**src/rtl/med_pkg.sv**
```systemverilog
// Shared definitions for the 3-tap streaming median filter.
// Holds the default sample width and the controller state encoding.
package med_pkg;
   localparam int DW_DEF = 8;

   typedef enum logic [1:0] {
      IDLE  = 2'd0,
      FILL  = 2'd1,
      RUN   = 2'd2,
      FLUSH = 2'd3
   } state_t;
endpackage

```
**src/rtl/med3_core.sv**
```systemverilog
// Combinational unsigned middle-of-three selector.
// Ties fall out naturally: any duplicated value is returned.
module med3_core #(
   parameter int DW = 8
) (
   input  logic [DW-1:0] a,
   input  logic [DW-1:0] b,
   input  logic [DW-1:0] c,
   output logic [DW-1:0] m
);
   logic [DW-1:0] lo_ab;
   logic [DW-1:0] hi_ab;
   logic [DW-1:0] lo_hc;

   // median = max(min(a,b), min(max(a,b), c))
   assign lo_ab = (a < b) ? a : b;
   assign hi_ab = (a < b) ? b : a;
   assign lo_hc = (hi_ab < c) ? hi_ab : c;
   assign m     = (lo_ab > lo_hc) ? lo_ab : lo_hc;
endmodule

```
**src/rtl/median_stream_ctrl.sv**
```systemverilog
// Streaming 3-tap median filter with edge replication per line.
// Two-sample window, one output register, valid/ready on both sides.
module median_stream_ctrl
   import med_pkg::*;
#(
   parameter int DW = DW_DEF
) (
   input  logic          clk,
   input  logic          rst,
   input  logic          in_valid,
   output logic          in_ready,
   input  logic [DW-1:0] in_data,
   input  logic          in_last,
   output logic          out_valid,
   input  logic          out_ready,
   output logic [DW-1:0] out_data,
   output logic          out_last,
   output logic          busy
);
   state_t        state;
   state_t        state_nxt;
   logic [DW-1:0] w_prev;
   logic [DW-1:0] w_cur;
   logic [DW-1:0] ma;
   logic [DW-1:0] mb;
   logic [DW-1:0] mc;
   logic [DW-1:0] med;
   logic          out_free;
   logic          acc;
   logic          load;
   logic          load_last;
   logic          shift;
   logic          cap_first;

   assign out_free = ~out_valid | out_ready;
   assign in_ready = (state != FLUSH) & out_free;
   assign acc      = in_valid & in_ready;
   assign busy     = (state != IDLE) | out_valid;

   med3_core #(.DW(DW)) u_med (
      .a(ma),
      .b(mb),
      .c(mc),
      .m(med)
   );

   always_ff @(posedge clk or posedge rst) begin
      if (rst) begin
         state <= IDLE;
      end else begin
         state <= state_nxt;
      end
   end

   // The median operands select the window taps; in IDLE all three are the
   // incoming sample so a one-sample line passes straight through.
   always_comb begin
      state_nxt = state;
      ma        = in_data;
      mb        = in_data;
      mc        = in_data;
      load      = 1'b0;
      load_last = 1'b0;
      shift     = 1'b0;
      cap_first = 1'b0;
      case (state)
         IDLE: begin
            if (acc) begin
               if (in_last) begin
                  load      = 1'b1;
                  load_last = 1'b1;
               end else begin
                  cap_first = 1'b1;
                  state_nxt = FILL;
               end
            end
         end
         FILL: begin
            ma = w_cur;
            mb = w_cur;
            if (acc) begin
               load      = 1'b1;
               shift     = 1'b1;
               state_nxt = in_last ? FLUSH : RUN;
            end
         end
         RUN: begin
            ma = w_prev;
            mb = w_cur;
            if (acc) begin
               load      = 1'b1;
               shift     = 1'b1;
               state_nxt = in_last ? FLUSH : RUN;
            end
         end
         FLUSH: begin
            ma = w_prev;
            mb = w_cur;
            mc = w_cur;
            if (out_free) begin
               load      = 1'b1;
               load_last = 1'b1;
               state_nxt = IDLE;
            end
         end
         default: state_nxt = IDLE;
      endcase
   end

   always_ff @(posedge clk or posedge rst) begin
      if (rst) begin
         w_prev <= '0;
         w_cur  <= '0;
      end else begin
         if (shift) begin
            w_prev <= w_cur;
         end
         if (shift || cap_first) begin
            w_cur <= in_data;
         end
      end
   end

   // Reload and handshake in the same cycle keeps out_valid high.
   always_ff @(posedge clk or posedge rst) begin
      if (rst) begin
         out_valid <= 1'b0;
         out_data  <= '0;
         out_last  <= 1'b0;
      end else if (load) begin
         out_valid <= 1'b1;
         out_data  <= med;
         out_last  <= load_last;
      end else if (out_ready) begin
         out_valid <= 1'b0;
      end
   end
endmodule

```
**config.mk**
```make
export PLATFORM = sky130hd
export DESIGN_NAME = median_stream_ctrl
export DESIGN_NICKNAME = d
export VERILOG_FILES = /design/src/rtl/med_pkg.sv /design/src/rtl/med3_core.sv /design/src/rtl/median_stream_ctrl.sv
export SDC_FILE = /design/constraint.sdc
export NUM_CORES = 1
export LEC_CHECK = 0
export CAP_MARGIN = 5
export CORE_ASPECT_RATIO = 0.9
export CORE_MARGIN = 1.5
export CORE_UTILIZATION = 59
export CTS_CLUSTER_SIZE = 10
export DETAILED_ROUTE_END_ITERATION = 12
export GPL_TIMING_DRIVEN = 0
export PLACE_DENSITY = 0.78
export SYNTH_ARGS = -nofsm -noshare
export SYNTH_HDL_FRONTEND = slang
export SYNTH_HIERARCHICAL = 1
export SYNTH_SLANG_ARGS = --single-unit
```
**constraint.sdc**
```tcl
create_clock -name clk -period 7 [get_ports clk]
set_input_delay 0.7 -clock clk [delete_from_list [all_inputs] [get_ports clk]]
set_output_delay 0.7 -clock clk [all_outputs]
set_load 0.005 [all_outputs]
```
==> results of run 1 <==
[logic make-up (layout without fill, tap and decap cells)]
kind of cell,Yosys count,after routing,share of synthesized area (%)
AO/OA/AOI/OAI,81,81,21.5
adder cells (fa/ha/maj),27,27,12.2
buffers and inverters,49,90,7.09
flip-flops,28,28,25.3
multiplexers,50,50,21.0
AND/OR/NAND/NOR,61,61,12.8
[final timing paths]
| path | from | to | slack [ns] | depth (start not counted) |
|---|---|---|---|---|
| worst max-delay path | state[1] | out_data[7] | 0.16 | 29 |
| worst min-delay path | out_last | out_last | 0.51 | 1 |
| worst max register to register | state[1] | out_data[7] | 0.16 | 29 |
| worst min register to register | out_last | out_last | 0.51 | 1 |
| max in group asynchronous | rst | w_prev[3] | 5.38 | 2 |
| min in group asynchronous | rst | w_cur[3] | 0.98 | 2 |
[sequential cells by signal, summed over array words and instances, names as in the netlist]
name       flops
state          2
out_valid      1
out_data       8
out_last       1
w_cur          8
w_prev         8
[stage by stage]
stage | setup WS [ns] | TNS [ns]
final | 0.157 | 0
after global routing | -0.0373 | -0.0473
after global placement | -0.803 | -5.55
after detailed placement | -0.930 | -6.54
after CTS | 0.00395 | 0
after floorplan | 0.566 | 0
[cell type report]
type / count / area, µm² / area share [%]
Multi-Input combinational cell: 219 / 1990 / 58.8
Sequential cell: 28 / 701 / 20.7
Timing Repair Buffer: 38 / 345 / 10.2
Inverter: 38 / 143 / 4.21
Tap cell: 62 / 77.6 / 2.29
Buffer: 10 / 76.3 / 2.25
Clock buffer: 4 / 55.1 / 1.62
[cell usage after synthesis, types with 6 or more instances]
cell / count
o21ai_0: 29
nand2b_1: 7
ha_1: 27
dfrtp_1: 28
clkbuf_1: 6
nor2_1: 9
a21oi_1: 12
nand2_1: 14
mux2i_1: 8
inv_1: 38
mux2_2: 34
mux2_4: 8
a222oi_1: 15
[critical path: cells and delay by family, from the launching register on]
family / cells / cell delay (ns)
compound gates: 9 / 2.41
simple gates: 8 / 1.25
fa+ha+maj: 4 / 1.13
mux: 3 / 0.80
buf+inv: 5 / 0.75
flops: 1 / 0.41
[per-layer routing]
metal / vias to the layer above / part of all wire, % / track usage, %
met1: 1258 / 44 / 40.7
met5: - / 0 / 0
li1: 1188 / - / -
met4: 0 / 1.4 / 6.70
met3: 15 / 8.6 / 3.68
met2: 146 / 46 / 45.4
[timing repair]
action	4_1_cts	5_1_grt
gates resized for setup	14	22
gates cloned	0	0
setup buffers	4	10
pin swaps	5	10
endpoints found under the setup margin	8	8
hold buffers	0	0
==> summary.txt, run 1 <==
Clocking
  – Clk root buf: clkbuf_8
  – Cts bufs inserted: 3
  – Number of H-tree levels: 1
  – CTS max path bufs: 2
  – Clock Latency Late Sink: 0.28 ns
  – Clock slew at reported path FFs: 0.10 ns
  – CTS sink cnt: 28
  – CTS tree: done

Floorplan
  – Core Footprint: 4490 µm²
  – Die H: 68.0 µm
  – Starting Density: 61.7%
  – Cell Rows: 23
  – Die Wd: 75.2 µm
  – Top-Level Pins: 25
  – Die area: 5120 µm²

Drt
  – DR iter-0 viols: 357
  – WL/cell: 18.6 µm
  – Drt total wl: 7410 µm
  – Routed Antenna Nets: 0
  – DRC viols: 0
  – Vias per Instance: 6.53
  – First-pass iteration count of the detailed router: 5
  – Vias post-DR: 2607

Placement
  – Post-DP HPWL: 5220 µm
  – Placed Instances: 382
  – GPL Wtd Cong: 0.920
  – PortBufs: 24
  – Placed Area: 3090 µm²

Finish
  – Final Core Density: 75.5%
  – Ant diodes: 0
  – Commonest non-fill, non-tap cell in the layout: inv_1
  – Final Non-Filler Cells: 399
  – Fillcell total: 343
  – Area grow syn2layout: 22.4%
  – Fin nets: 378
  – Layout cells sized above 1: 27.6%
  – Most frequent cells in the layout: 37 x inv_1, 32 x mux2_2, 28 x dfrtp_1
  – Post-route cell area: 3390 µm²

Status
  – Status: complete, no violations

Worst setup path
  – Endpoint class of the critical path: flip-flop
  – Worst path slowest cell: a222oi_1
  – Kind of critical path: reg -> reg
  – Critical Path Most Common Cell: buf_6
  – Delay of the slowest critical-path stage: 0.44 ns
  – Worst setup SP type: flip-flop
  – Req. time, crit path: 7.21 ns
  – Critical path peak fanout: 10
  – Crit path arrival time: 7.05 ns

Worst hold path
  – Hold Path Class: reg -> reg

Job
  – Max cap viols: 0

Yosys
  – Synth async-reset ratio: 100%
  – Top cells by area, synth: dfrtp_1 25%, mux2_2 14%, ha_1 12%
  – Avg Cell Area, Syn: 9.36 µm²
  – Synth Flop Type: dfrtp_1
  – Register bit total from synthesis: 28
  – Net Count, Synth: 336
  – Mapped cell area: 2770 µm²
  – Synth warn: 6
  – Cell taking the most area after synthesis: dfrtp_1
  – Register area share after synthesis: 25.3%
  – Post-synth EDFFs: 0
  – Area share of the largest cell type after synthesis: 25.3%
  – Syn Inst Count: 296
  – Post-synth cell types: 52

STA
  – Final setup fails: 0
  – Final Hold Fails: 0
  – Max Slew Vio Count: 0
  – Crit share post-route: 97.8%
  – Slew headroom: 30.0%
  – Minimum clock period: 6.84 ns
  – Worst hold slack: 0.511 ns
  – Fmax: 146 MHz
  – Worst Skew: 0.0121 ns
  – Worst-margin pin slew: 1.05 ns

GRT
  – Initial antenna violation count: 0
  – Global-route wire length before repair: 10900 µm
  – Pin count of the biggest net entering global routing: 29
  – Total grt overflow: 0
  – Vias in the first global route: 2276
  – GRT Overall Usage: 28.3%
Power of run 1 is not shown: default switching activity piles up to over one toggle a cycle in this logic, so the estimate is an artifact.
==> run 2, diff against run 1 <==
--- a/config.mk
+++ b/config.mk
@@ -6,7 +6,6 @@
 export NUM_CORES = 1
 export LEC_CHECK = 0
 export CAP_MARGIN = 5
-export CORE_ASPECT_RATIO = 0.9
 export CORE_MARGIN = 1.5
 export CORE_UTILIZATION = 59
 export CTS_CLUSTER_SIZE = 10
==> run 2 against run 1 <==
  * The run now ends with design-rule violations, negative setup slack left
  * Final cell count is 0.75% lower
  * Critical path depth is the same
  * Cell area rose by 3.3%
  * Clock-buffer cell count shrank 1
  * Register-to-register slack worse by 0.26 ns
  * Global-route usage grew 1.8 points
  * Hold slack gained 0.0032 ns
  * Worst setup slack got worse by 0.26 ns
  * Sequential cell count did not move
  * Maximum frequency down 3.7%
  * Highest routed layer unchanged
==> summary.txt, run 2 (synthesis results as in run 1) <==
Clocking
  – CTS max path bufs: 2 (unchanged)
  – Clk root buf: clkbuf_8
  – CTS tree: done
  – Clock slew at reported path FFs: 0.11 ns (about the same)
  – Cts bufs inserted: 3 (unchanged)
  – Number of H-tree levels: 1 (unchanged)
  – CTS sink cnt: 28 (unchanged)
  – Clock Latency Late Sink: 0.28 ns (about the same)
  – Hold bufs inserted after CTS: 0 (unchanged)

Worst setup path
  – Setup crit end: out_data[5]
  – Crit path arrival time: 7.33 ns (+0.28 ns)
  – RR Endpoint: out_data[5]
  – Crit path from: state[1]
  – R2R Setup Slk: -0.10 ns (-0.26 ns)
  – R2R depth: 29 (unchanged)
  – Worst flop-to-flop path startpoint: state[1]
  – Kind of critical path: reg -> reg
  – Critical path peak fanout: 10 (unchanged)
  – Endpoint class of the critical path: flip-flop
  – Delay of the slowest critical-path stage: 0.47 ns (+0.03 ns)
  – Req. time, crit path: 7.23 ns (+0.02 ns)
  – Worst setup SP type: flip-flop
  – Worst path slowest cell: o41ai_4

GRT
  – Met1 usage: 39.4% (-1.2 points)
  – Met2 Usage GRT: 49.1% (+3.8 points)
  – Met3 Use GR: 4.50% (+0.82 points)
  – Vias in the first global route: 2582 (+13%)
  – Total grt overflow: 0 (unchanged)
  – Initial antenna violation count: 0 (unchanged)
  – Pin count of the biggest net entering global routing: 29 (unchanged)
  – Global-route wire length before repair: 12100 µm (+11%)
  – GRT busiest layer: met2
  – GRT Overall Usage: 30.1% (+1.8 points)

Floorplan
  – Die area: 5120 µm² (about the same)
  – Die Wd: 71.5 µm (-4.9%)
  – Starting Density: 62.3% (+0.63 points)
  – Die H: 71.5 µm (+5.2%)
  – Core Footprint: 4440 µm² (-1.0%)
  – Top-Level Pins: 25 (unchanged)
  – Cell Rows: 24 (+4.3%)

Drt
  – DR iter-0 viols: 355 (-0.56%)
  – First-pass iteration count of the detailed router: 12 (+7)
  – Vias post-DR: 2674 (+2.6%)
  – DRC viols: 1 (+1)
  – WL/cell: 21.2 µm (+14%)
  – Routed Antenna Nets: 0 (unchanged)
  – Vias per Instance: 6.75 (+3.3%)
  – Drt total wl: 8390 µm (+13%)

Job
  – Max cap viols: 0 (unchanged)

STA
  – Worst-margin pin slew: 1.09 ns (+0.0386 ns)
  – Final Hold Fails: 0 (unchanged)
  – Final setup fails: 2 (+2)
  – Setup ws final: -0.104 ns (-0.261 ns)
  – Crit share post-route: 101% (+3.7 points)
  – Max Slew Vio Count: 0 (unchanged)
  – Fmax: 141 MHz (-3.7%)
  – Slew headroom: 27.4% (-2.6 points)
  – Minimum clock period: 7.10 ns (+0.261 ns)
  – Worst Skew: 0.00349 ns (-0.00857 ns)

Placement
  – Post-DP HPWL: 5390 µm (+3.3%)
  – GPL Wtd Cong: 0.915 (-0.56%)
  – Placed Area: 3080 µm² (-0.41%)
  – PortBufs: 24 (unchanged)

Finish
  – Most frequent cells in the layout: 36 x inv_1, 32 x mux2_2, 28 x dfrtp_1
  – Layout cells sized above 1: 30.5% (+2.9 points)
  – Top Registers: out_data: 8 flops, w_cur: 8 flops, w_prev: 8 flops
  – Fillcell total: 282 (-18%)
  – Area grow syn2layout: 26.4%
  – Ant diodes: 0 (unchanged)
  – Post-route cell area: 3500 µm² (+3.3%)
  – Commonest non-fill, non-tap cell in the layout: inv_1
  – Fin nets: 385 (+1.9%)

Status
  – Failing checks: design-rule violations, negative setup slack
  – Status: finished, violations left

Worst hold path
  – Hold Path Class: reg -> reg
## run 2: cell type report
class | count | area (µm²) | area share [%]
Timing Repair Buffer | 45 | 398 | 11.4
Inverter | 38 | 143 | 4.07
Tap cell | 52 | 65.1 | 1.86
Clock buffer | 3 | 41.3 | 1.18
Multi-Input combinational cell | 219 | 2040 | 58.3
Sequential cell | 28 | 701 | 20.0
Buffer | 10 | 83.8 | 2.39
Clock inverter | 1 | 30.0 | 0.857
## run 2: repair_timing
item | CTS | global route
setup endpoints to repair | 8 | 8
pin swaps | 7 | 16
resized for setup | 16 | 36
buffers inserted | 3 | 18
## run 2: per-layer routing
metal  share of wire, %  wire [µm]
met1                 40       3320
met2                 47       3940
met3                7.8        654
met4                5.7        481
met5                  0          0
## run 2: stage by stage
| step | setup TNS (ns) | hold WS (ns) | setup slack [ns] | cells | utilization [%] |
|---|---|---|---|---|---|
| 2_1_floorplan | 0 | 0.479 | 0.566 | 296 | - |
| 3_3_place_gp | -5.02 | 0.487 | -0.754 | 372 | 69.2 |
| 3_5_place_dp | -5.34 | 0.493 | -0.775 | 372 | 69.2 |
| 4_1_cts | 0 | 0.516 | 0.00917 | 378 | 73.1 |
| 5_1_grt | -0.836 | 0.525 | -0.220 | 396 | 78.8 |
| 6_report | -0.125 | 0.514 | -0.104 | 396 | 78.8 |
## run 2: worst min-delay path by stage
stage / to / cells after the start / start
after floorplan: w_prev[4] / 1 / w_prev[4]
after global placement: w_prev[1] / 1 / w_prev[1]
after detailed placement: out_data[4] / 1 / out_data[4]
after CTS: out_data[6] / 1 / out_data[6]
after global routing: w_prev[1] / 1 / w_prev[1]
final: out_data[6] / 1 / out_data[6]
## run 2: critical path: cells and delay by family, from the launching register on
| kind | cells | cell delay, ns |
|---|---|---|
| compound gates | 8 | 2.29 |
| buf+inv | 7 | 1.12 |
| flops | 1 | 0.41 |
| mux | 3 | 0.81 |
| simple gates | 7 | 1.29 |
| fa+ha+maj | 4 | 1.11 |
Power of run 2 is left out for the same reason.
==> run 3, diff against run 2 <==
--- a/config.mk
+++ b/config.mk
@@ -11,7 +11,7 @@
 export CTS_CLUSTER_SIZE = 10
 export DETAILED_ROUTE_END_ITERATION = 12
 export GPL_TIMING_DRIVEN = 0
-export PLACE_DENSITY = 0.78
+export PLACE_DENSITY = 0.92
 export SYNTH_ARGS = -nofsm -noshare
 export SYNTH_HDL_FRONTEND = slang
 export SYNTH_HIERARCHICAL = 1
==> run 3 against run 2 <==
  * Global-route usage rose by 1.9 points
  * Final cell count fell by 2.8%
  * The flow now finishes without violations
  * Hold slack improved by 0.0033 ns
==> summary.txt, run 3 (synthesis results as in run 1) <==
Floorplan
  – Cell Rows: 24 (unchanged)
  – Starting Density: 62.3% (unchanged)
  – Die area: 5120 µm² (unchanged)
  – Die H: 71.5 µm (unchanged)
  – Core Footprint: 4440 µm² (unchanged)
  – Die Wd: 71.5 µm (unchanged)
  – Top-Level Pins: 25 (unchanged)

Worst setup path
  – Worst flop-to-flop path startpoint: state[1]
  – Worst setup SP type: flip-flop
  – Crit path arrival time: 7.18 ns (-0.15 ns)
  – Delay of the slowest critical-path stage: 0.46 ns (about the same)
  – Req. time, crit path: 7.22 ns (about the same)
  – Critical path peak fanout: 10 (unchanged)
  – R2R depth: 28 (-3.4%)
  – RR Endpoint: out_data[4]
  – Kind of critical path: reg -> reg
  – Worst path slowest cell: a2111oi_4
  – Endpoint class of the critical path: flip-flop
  – R2R Setup Slk: 0.04 ns (+0.14 ns)

Drt
  – Vias per Instance: 7.06 (+4.5%)
  – Drt total wl: 8370 µm (-0.33%)
  – Vias post-DR: 2717 (+1.6%)
  – First-pass iteration count of the detailed router: 8 (-4)
  – DR iter-0 viols: 503 (+42%)
  – DRC viols: 0 (-1)
  – WL/cell: 21.7 µm (+2.5%)
  – Routed Antenna Nets: 0 (unchanged)

Placement
  – Post-DP HPWL: 5410 µm (+0.32%)
  – PortBufs: 24 (unchanged)
  – GPL Wtd Cong: 0.938 (+2.5%)

Status
  – Status: complete, no violations

STA
  – Worst Skew: 0.00572 ns (+0.00223 ns)
  – Crit share post-route: 99.5% (-2.0 points)
  – Minimum clock period: 6.96 ns (-0.139 ns)
  – Max Slew Vio Count: 0 (unchanged)
  – Worst hold slack: 0.518 ns (+0.00330 ns)
  – Fmax: 144 MHz (+2.0%)
  – Worst-margin pin slew: 1.07 ns (-0.0207 ns)
  – Slew headroom: 28.8% (+1.4 points)
  – Setup_tns: 0 ns (+0.125 ns)
  – Final Hold Fails: 0 (unchanged)
  – Final setup fails: 0 (-2)

GRT
  – GRT Overall Usage: 32.0% (+1.9 points)
  – Initial antenna violation count: 0 (unchanged)
  – Pin count of the biggest net entering global routing: 29 (unchanged)
  – Total grt overflow: 0 (unchanged)
  – Vias in the first global route: 2747 (+6.4%)
  – Global-route wire length before repair: 13000 µm (+7.4%)

Job
  – Max cap viols: 0 (unchanged)

Clocking
  – Hold bufs inserted after CTS: 0 (unchanged)
  – Cts bufs inserted: 3 (unchanged)
  – Clk root buf: clkbuf_8
  – Clock slew at reported path FFs: 0.10 ns (about the same)
  – Clock Latency Late Sink: 0.28 ns (about the same)
  – CTS tree: done
  – Number of H-tree levels: 1 (unchanged)
  – CTS sink cnt: 28 (unchanged)
  – CTS max path bufs: 2 (unchanged)

Finish
  – Top Registers: out_data: 8 flops, w_cur: 8 flops, w_prev: 8 flops
  – Most frequent cells in the layout: 36 x inv_1, 32 x mux2_2, 28 x dfrtp_1
  – Fin nets: 374 (-2.9%)
  – Final Core Density: 76.5% (-2.3 points)
  – Area grow syn2layout: 22.8%
  – Commonest non-fill, non-tap cell in the layout: inv_1
  – Layout cells sized above 1: 27.9% (-2.6 points)
  – Ant diodes: 0 (unchanged)

Worst hold path
  – Hold Path Class: reg -> reg
  – Hold path startpoint: out_data[4]
  – Worst hold endpoint: out_data[4]
  – Hold depth: 1 (unchanged)
## run 3: how the worst max path moves through the flow
| stage | endpoint | cells past startpoint | start |
|---|---|---|---|
| floorplan | out_data[2] | 29 | state[0] |
| global placement | out_data[5] | 29 | state[0] |
| global route | out_data[5] | 30 | state[1] |
| finish | out_data[4] | 28 | state[1] |
| CTS | out_data[5] | 28 | state[1] |
| detailed placement | out_data[5] | 29 | state[0] |
## run 3: what timing repair did
| action | in CTS | in global routing |
|---|---|---|
| endpoints found under the setup margin | 8 | 8 |
| gates resized for setup | 18 | 23 |
| setup buffers | 3 | 7 |
| pin swaps | 3 | 13 |
## run 3: final cells by class
cell class                 count  area (µm²)
tap                           52        65.1
buffer                        10        72.6
fill                         279        1040
timing repair buffer          34         315
inverter                      38         143
clock inverter                 1        30.0
sequential                    28         701
multi-input combinational    219        2030
clock buffer                   3        41.3
## run 3: critical path: cells and delay by family (launching register included)
| family | cells | cell delay (ns) |
|---|---|---|
| AOI/OAI and AO/OA | 10 | 2.66 |
| adders and majority gates | 4 | 0.98 |
| buffers and inverters | 6 | 0.93 |
| DFF | 1 | 0.40 |
| muxes | 3 | 0.77 |
| and+or+nand+nor | 5 | 1.12 |
## run 3: layer usage
| layer | track usage, % | vias to the layer above | share of wire [%] |
|---|---|---|---|
| met4 | 15.3 | 0 | 5.5 |
| met1 | 40.2 | 1285 | 39 |
| met5 | 0 | - | 0 |
| met2 | 54.0 | 195 | 47 |
| met3 | 5.06 | 58 | 9.2 |
| li1 | - | 1179 | - |
## run 3: per-stage QoR
stage	setup slack, ns	cells	cell area (µm²)
after floorplan	0.566	296	2770
after global placement	-0.566	372	3080
after detailed placement	-0.812	372	3080
after CTS	0.0150	378	3250
after global routing	-0.140	385	3400
final	0.0352	385	3400
Power of run 3 is left out for the same reason.
